$ cat config.mk
export PLATFORM = sky130hd
export DESIGN_NAME = boot_loader_master
export DESIGN_NICKNAME = d
export VERILOG_FILES = /design/src/rtl/boot_loader_master.sv
export SDC_FILE = /design/constraint.sdc
export NUM_CORES = 1
export LEC_CHECK = 0
export CORE_UTILIZATION = 48
export DETAILED_ROUTE_END_ITERATION = 6
export PLACE_DENSITY = 0.81
export SYNTH_ARGS = -nofsm -noshare
export SYNTH_HDL_FRONTEND = slang
export SYNTH_SLANG_ARGS = --single-unit
$ cat constraint.sdc
create_clock -name clk -period 3 [get_ports clk]
set_clock_uncertainty 0.1 [all_clocks]
set_input_delay 0.9 -clock clk [delete_from_list [all_inputs] [get_ports clk]]
set_output_delay 0.9 -clock clk [all_outputs]
set_load 0.01 [all_outputs]
$ cat src/rtl/boot_loader_master.sv
// boot_loader_master: streams a length-prefixed little-endian byte image into instruction RAM over the req/gnt/rvalid bus.
// Optional read-back XOR verification when BOOT_VERIFY_EN is defined.
module boot_loader_master #(
    parameter logic [31:0] BASE_ADDR = 32'h0000_0000,
    parameter int          MAX_WORDS = 128
) (
    input  logic        clk,
    input  logic        rst_n,
    input  logic        boot_start,
    input  logic [7:0]  rx_data,
    input  logic        rx_valid,
    output logic        rx_ready,
    output logic        bus_req,
    output logic        bus_we,
    output logic [31:0] bus_addr,
    output logic [3:0]  bus_be,
    output logic [31:0] bus_wdata,
    input  logic        bus_gnt,
    input  logic        bus_rvalid,
    input  logic [31:0] bus_rdata,
    input  logic        bus_err,
    output logic        boot_busy,
    output logic        boot_done,
    output logic        boot_err
);
    localparam int IW = $clog2(MAX_WORDS) + 1;
`ifdef BOOT_VERIFY_EN
    typedef enum logic [3:0] {IDLE, LEN, DATA, WGAP, WREQ, WRSP, VGAP, VREQ, VRSP, DONE, ERR} state_t;
`else
    typedef enum logic [3:0] {IDLE, LEN, DATA, WGAP, WREQ, WRSP, DONE, ERR} state_t;
`endif
    state_t        state, state_n;
    logic [1:0]    bcnt;
    logic [23:0]   sh;
    logic [31:0]   wdata_q;
    logic [IW-1:0] n, i;
    logic          err_q;
    logic          take, word_end, last, wr_fin, rd_fin, fin;
    logic [31:0]   full;
    state_t        wr_next, rd_next;
    assign take     = rx_valid && rx_ready;
    assign full     = {rx_data, sh};
    assign word_end = take && bcnt == 2'd3;
    assign last     = i + IW'(1) == n;
    assign wr_fin   = ((state == WREQ && bus_gnt) || state == WRSP) && bus_rvalid;
    assign fin      = wr_fin || rd_fin;
`ifdef BOOT_VERIFY_EN
    logic [31:0] xw, xr;
    assign rd_fin  = ((state == VREQ && bus_gnt) || state == VRSP) && bus_rvalid;
    assign wr_next = bus_err ? ERR : last ? VGAP : DATA;
    assign rd_next = bus_err || (last && (xr ^ bus_rdata) != xw) ? ERR : last ? DONE : VGAP;
    assign bus_req = state == WREQ || state == VREQ;
    always_ff @(posedge clk or negedge rst_n) begin
        if (!rst_n) begin
            xw <= '0;
            xr <= '0;
        end else begin
            if (state == IDLE && boot_start) begin
                xw <= '0;
                xr <= '0;
            end
            if (word_end && state == DATA) xw <= xw ^ full;
            if (rd_fin) xr <= xr ^ bus_rdata;
        end
    end
`else
    logic unused_rdata;
    assign unused_rdata = ^bus_rdata;
    assign rd_fin  = 1'b0;
    assign wr_next = bus_err ? ERR : last ? DONE : DATA;
    assign rd_next = IDLE;
    assign bus_req = state == WREQ;
`endif
    assign rx_ready  = state == LEN || state == DATA;
    assign bus_we    = state == WREQ;
    assign bus_addr  = bus_req ? BASE_ADDR + {{(30-IW){1'b0}}, i, 2'b00} : '0;
    assign bus_wdata = bus_we ? wdata_q : '0;
    assign bus_be    = 4'hF;
    assign boot_busy = !(state == IDLE || state == DONE || state == ERR);
    assign boot_done = state == DONE;
    assign boot_err  = err_q;
    always_comb begin
        state_n = state;
        case (state)
            IDLE: state_n = boot_start ? LEN : IDLE;
            LEN:  if (word_end) state_n = full == 32'd0 ? DONE : full > 32'(MAX_WORDS) ? ERR : DATA;
            DATA: if (word_end) state_n = WGAP;
            WGAP: if (!bus_gnt) state_n = WREQ;
            WREQ: if (bus_gnt) state_n = bus_rvalid ? wr_next : WRSP;
            WRSP: if (bus_rvalid) state_n = wr_next;
`ifdef BOOT_VERIFY_EN
            VGAP: if (!bus_gnt) state_n = VREQ;
            VREQ: if (bus_gnt) state_n = bus_rvalid ? rd_next : VRSP;
            VRSP: if (bus_rvalid) state_n = rd_next;
`endif
            default: state_n = IDLE;
        endcase
    end
    always_ff @(posedge clk or negedge rst_n) begin
        if (!rst_n) begin
            state   <= IDLE;
            bcnt    <= '0;
            sh      <= '0;
            wdata_q <= '0;
            n       <= '0;
            i       <= '0;
            err_q   <= 1'b0;
        end else begin
            state <= state_n;
            if (take) begin
                bcnt <= bcnt + 2'd1;
                sh   <= full[31:8];
            end
            if (word_end && state == LEN) n <= full[IW-1:0];
            if (word_end && state == DATA) wdata_q <= full;
            if (state == IDLE && boot_start) i <= '0;
            else if (fin) i <= last ? '0 : i + IW'(1);
            if (state_n == ERR) err_q <= 1'b1;
            else if (state == IDLE && boot_start) err_q <= 1'b0;
        end
    end
endmodule
==> qor.txt <==
Drt wl/cell -> 15.0 um
Yosys reg bits -> 79
Reg2reg path depth -> 5
Min cycle time layout -> 2.90 ns
Share of post-route cells with drive strength above 1 -> 0.241
Post-synthesis cell type count -> 58
EDFF count, synth -> 0
Final setup vio count -> 0
Cts bufs inserted -> 9
Number of fillers in the final layout -> 673
Row count -> 33
Worst EP required -> 2.00 ns
Status -> complete, no violations
Critical path class -> flop to output pin
Die width -> 94.8 um
Syn Inst Count -> 370
Largest net degree at the start of global routing -> 60
CTS tree -> built
First-pass DRT Iterations -> 7
Initial Util -> 0.500
Clock H-tree levels -> 3
Post-CTS Hold Fix Bufs -> 0
Total gr overflow -> 0
Peak supply drop -> 0.356 mV
RR Startpoint -> i[2]
Largest cells by area after synthesis -> dfrtp_1 (48%), mux2_2 (16%), and2_1 (5.9%), buf_4 (5.5%), nand2_1 (3.2%)
FFs w/ async S/R, synth -> 1.00
Placer Congestion -> 0.853
Global-route usage over all layers -> 0.200
Clk_lat worst skew -> 0.34 ns
Worst EP arrival -> 1.90 ns
TNS Setup -> 0 ns
Top Usage Layer GRT -> met2
Detailed placement HPWL -> 5790 um
Pleak -> 2.57 nW
Vias in the first global route -> 2861
Sequential fraction of the synthesis area -> 0.478
Clock sinks -> 79
Layout Nets -> 485
Max-slew violations -> 0
Register-to-register setup slack -> 0.48 ns
Reg2reg end -> i[1]
Clock transition at path regs -> 0.08 ns
DRT antenna net count -> 0
Diodes inserted -> 0
HP Class -> primary input to asynchronous set/reset pin
GR Layer Usage met3 -> 0.0370
Via density -> 5.34
Period Utilization, post-route -> 0.967
Total routed wirelength -> 8200 um
Synth cell count leaders -> dfrtp_1 (79), mux2_2 (59), and2_1 (39), nand2_1 (35), buf_4 (30)
Root Buffer -> clkbuf_8
Yosys warns -> 0
Top FF cell, synth -> dfrtp_1
Yosys top cell by area -> dfrtp_1
Final cell count without fillers -> 545
First-pass GRT wire length -> 13800 um
Worst Setup End Kind -> output pin
Mapped cell area -> 4130 um^2
Core area -> 8260 um^2
I/O Pins -> 121
Clock buffer depth -> 2
Share of Yosys cell area claimed by the top area cell type -> 0.478
DIE HEIGHT -> 94.8 um
Initial detailed-routing violation count -> 110
Critical path fanouts, max -> 33
Met1 Resource Use GR -> 0.256
# DRC -> 0
RSZ-0062 raised after global routing -> no
GR met2 Demand/Resource -> 0.339
Maximum clock rate -> 345 MHz
Initial antenna violation count -> 0
Dpl cells -> 529
Worst setup SP type -> flop
Hold Fails Final Rpt -> 0
Avg Cell Area, Syn -> 11.2 um^2
Area grow syn2layout -> 21.5%
Max-cap violations -> 0
Most common cell in the synthesized netlist -> dfrtp_1
Total Die Area -> 8980 um^2
Via count -> 2911
PortBufs -> 60
Power per standard cell area -> 691 nW/um^2
## worst max-delay path: stages (launching register included)
cell and delay, ns:
dfrtp_1 0.40, inv_1 0.10, nand2_2 0.09, nor3_4 0.20, buf_12 0.20, clkdlybuf4s50_1 0.55
## final cells by class
class / count / area [um^2] / share of cell area
flip-flops and latches: 79 / 1980 / 0.394
multi-input cells: 268 / 1970 / 0.392
repair buffers: 76 / 709 / 0.141
clock buffers: 11 / 151 / 0.0302
well taps: 105 / 131 / 0.0262
clock inverters: 4 / 77.6 / 0.0154
inverters: 2 / 7.51 / 0.00150
## per-layer routing
layer / routed length (um) / share of wire / vias to the layer above
met3: 320 / 0.039 / 11
met4: 104 / 0.013 / 0
met5: 0 / 0 / -
li1: - / - / 1360
met2: 4120 / 0.50 / 71
met1: 3650 / 0.45 / 1469
## worst max path at each step
stage / startpoint / to / slack [ns] / depth (start not counted)
after global placement: rx_data[7] / boot_err / 0.09 / 6
after global routing: state[3] / bus_req / 0.001 / 5
after floorplan: state[2] / bus_wdata[22] / 0.42 / 5
after CTS: state[3] / bus_req / 0.07 / 5
after detailed placement: rx_data[7] / boot_err / 0.05 / 6
final: state[3] / bus_req / 0.1 / 5
## cells in the final DEF (no fill, tap or decap), types with 2 or more instances in the layout
cell type        instances
dfrtp_1                 79
mux2_2                  59
dlygate4sd2_1           40
and2_1                  39
nand2_1                 34
conb_1                  29
clkdlybuf4s50_1         19
buf_4                   13
clkbuf_8                11
xnor2_1                  8
nor4_1                   7
nor3_1                   7
nor2_1                   6
xor2_1                   6
nand2b_1                 5
o21ai_0                  4
nand3_1                  4
o211a_1                  4
or4_1                    3
nor3b_1                  3
and3_1                   3
a31oi_1                  3
buf_12                   3
inv_1                    2
o22ai_1                  2
a21oi_1                  2
nand4_1                  2
or3_1                    2
o21a_1                   2
o211ai_1                 2
nand3b_1                 2
ha_1                     2
bufinv_16                2
## registers in the layout, summed over array words and instances (netlist names)
signal / cells
i: 8
sh: 24
state: 4
bcnt: 2
wdata_q: 32
boot_err: 1
n: 8
## metrics by stage
stage	area [um^2]	util	setup WS [ns]	hold WS, ns	power (W)
after floorplan	4230	-	0.421	0.353	0.00229
after global placement	4820	0.584	0.0924	0.367	0.00253
after detailed placement	4820	0.584	0.0500	0.370	0.00258
after CTS	5020	0.608	0.0652	0.340	0.00349
after global routing	5020	0.608	0.00108	0.347	0.00368
final	5020	0.608	0.0994	0.339	0.00347
## timing repair
action,4_1_cts,5_1_grt
resized for setup,43,0
setup buffers,1,0
setup endpoints to repair,42,0
endpoints found under the hold margin,0,0
## kinds of logic (layout without fill, tap and decap cells)
logic type / after synthesis / count (layout) / synth area share
flip-flops: 79 / 79 / 0.478
buffers and inverters: 50 / 93 / 0.0733
AO/OA/AOI/OAI: 31 / 31 / 0.0630
adder cells (fa/ha/maj): 2 / 2 / 0.00606
AND/OR/NAND/NOR: 133 / 133 / 0.187
XOR/XNOR: 14 / 14 / 0.0297
other: 2 / 29 / 0.00182
multiplexers: 59 / 59 / 0.161
## report_power, final
group / switching, W / total [W] / internal, W
combinational: 0.000443 / 0.000934 / 0.000491
clock: 0.000379 / 0.000893 / 0.000514
sequential: 0.000281 / 0.00164 / 0.00136
Note: power is estimated with default switching activity, not from simulation.
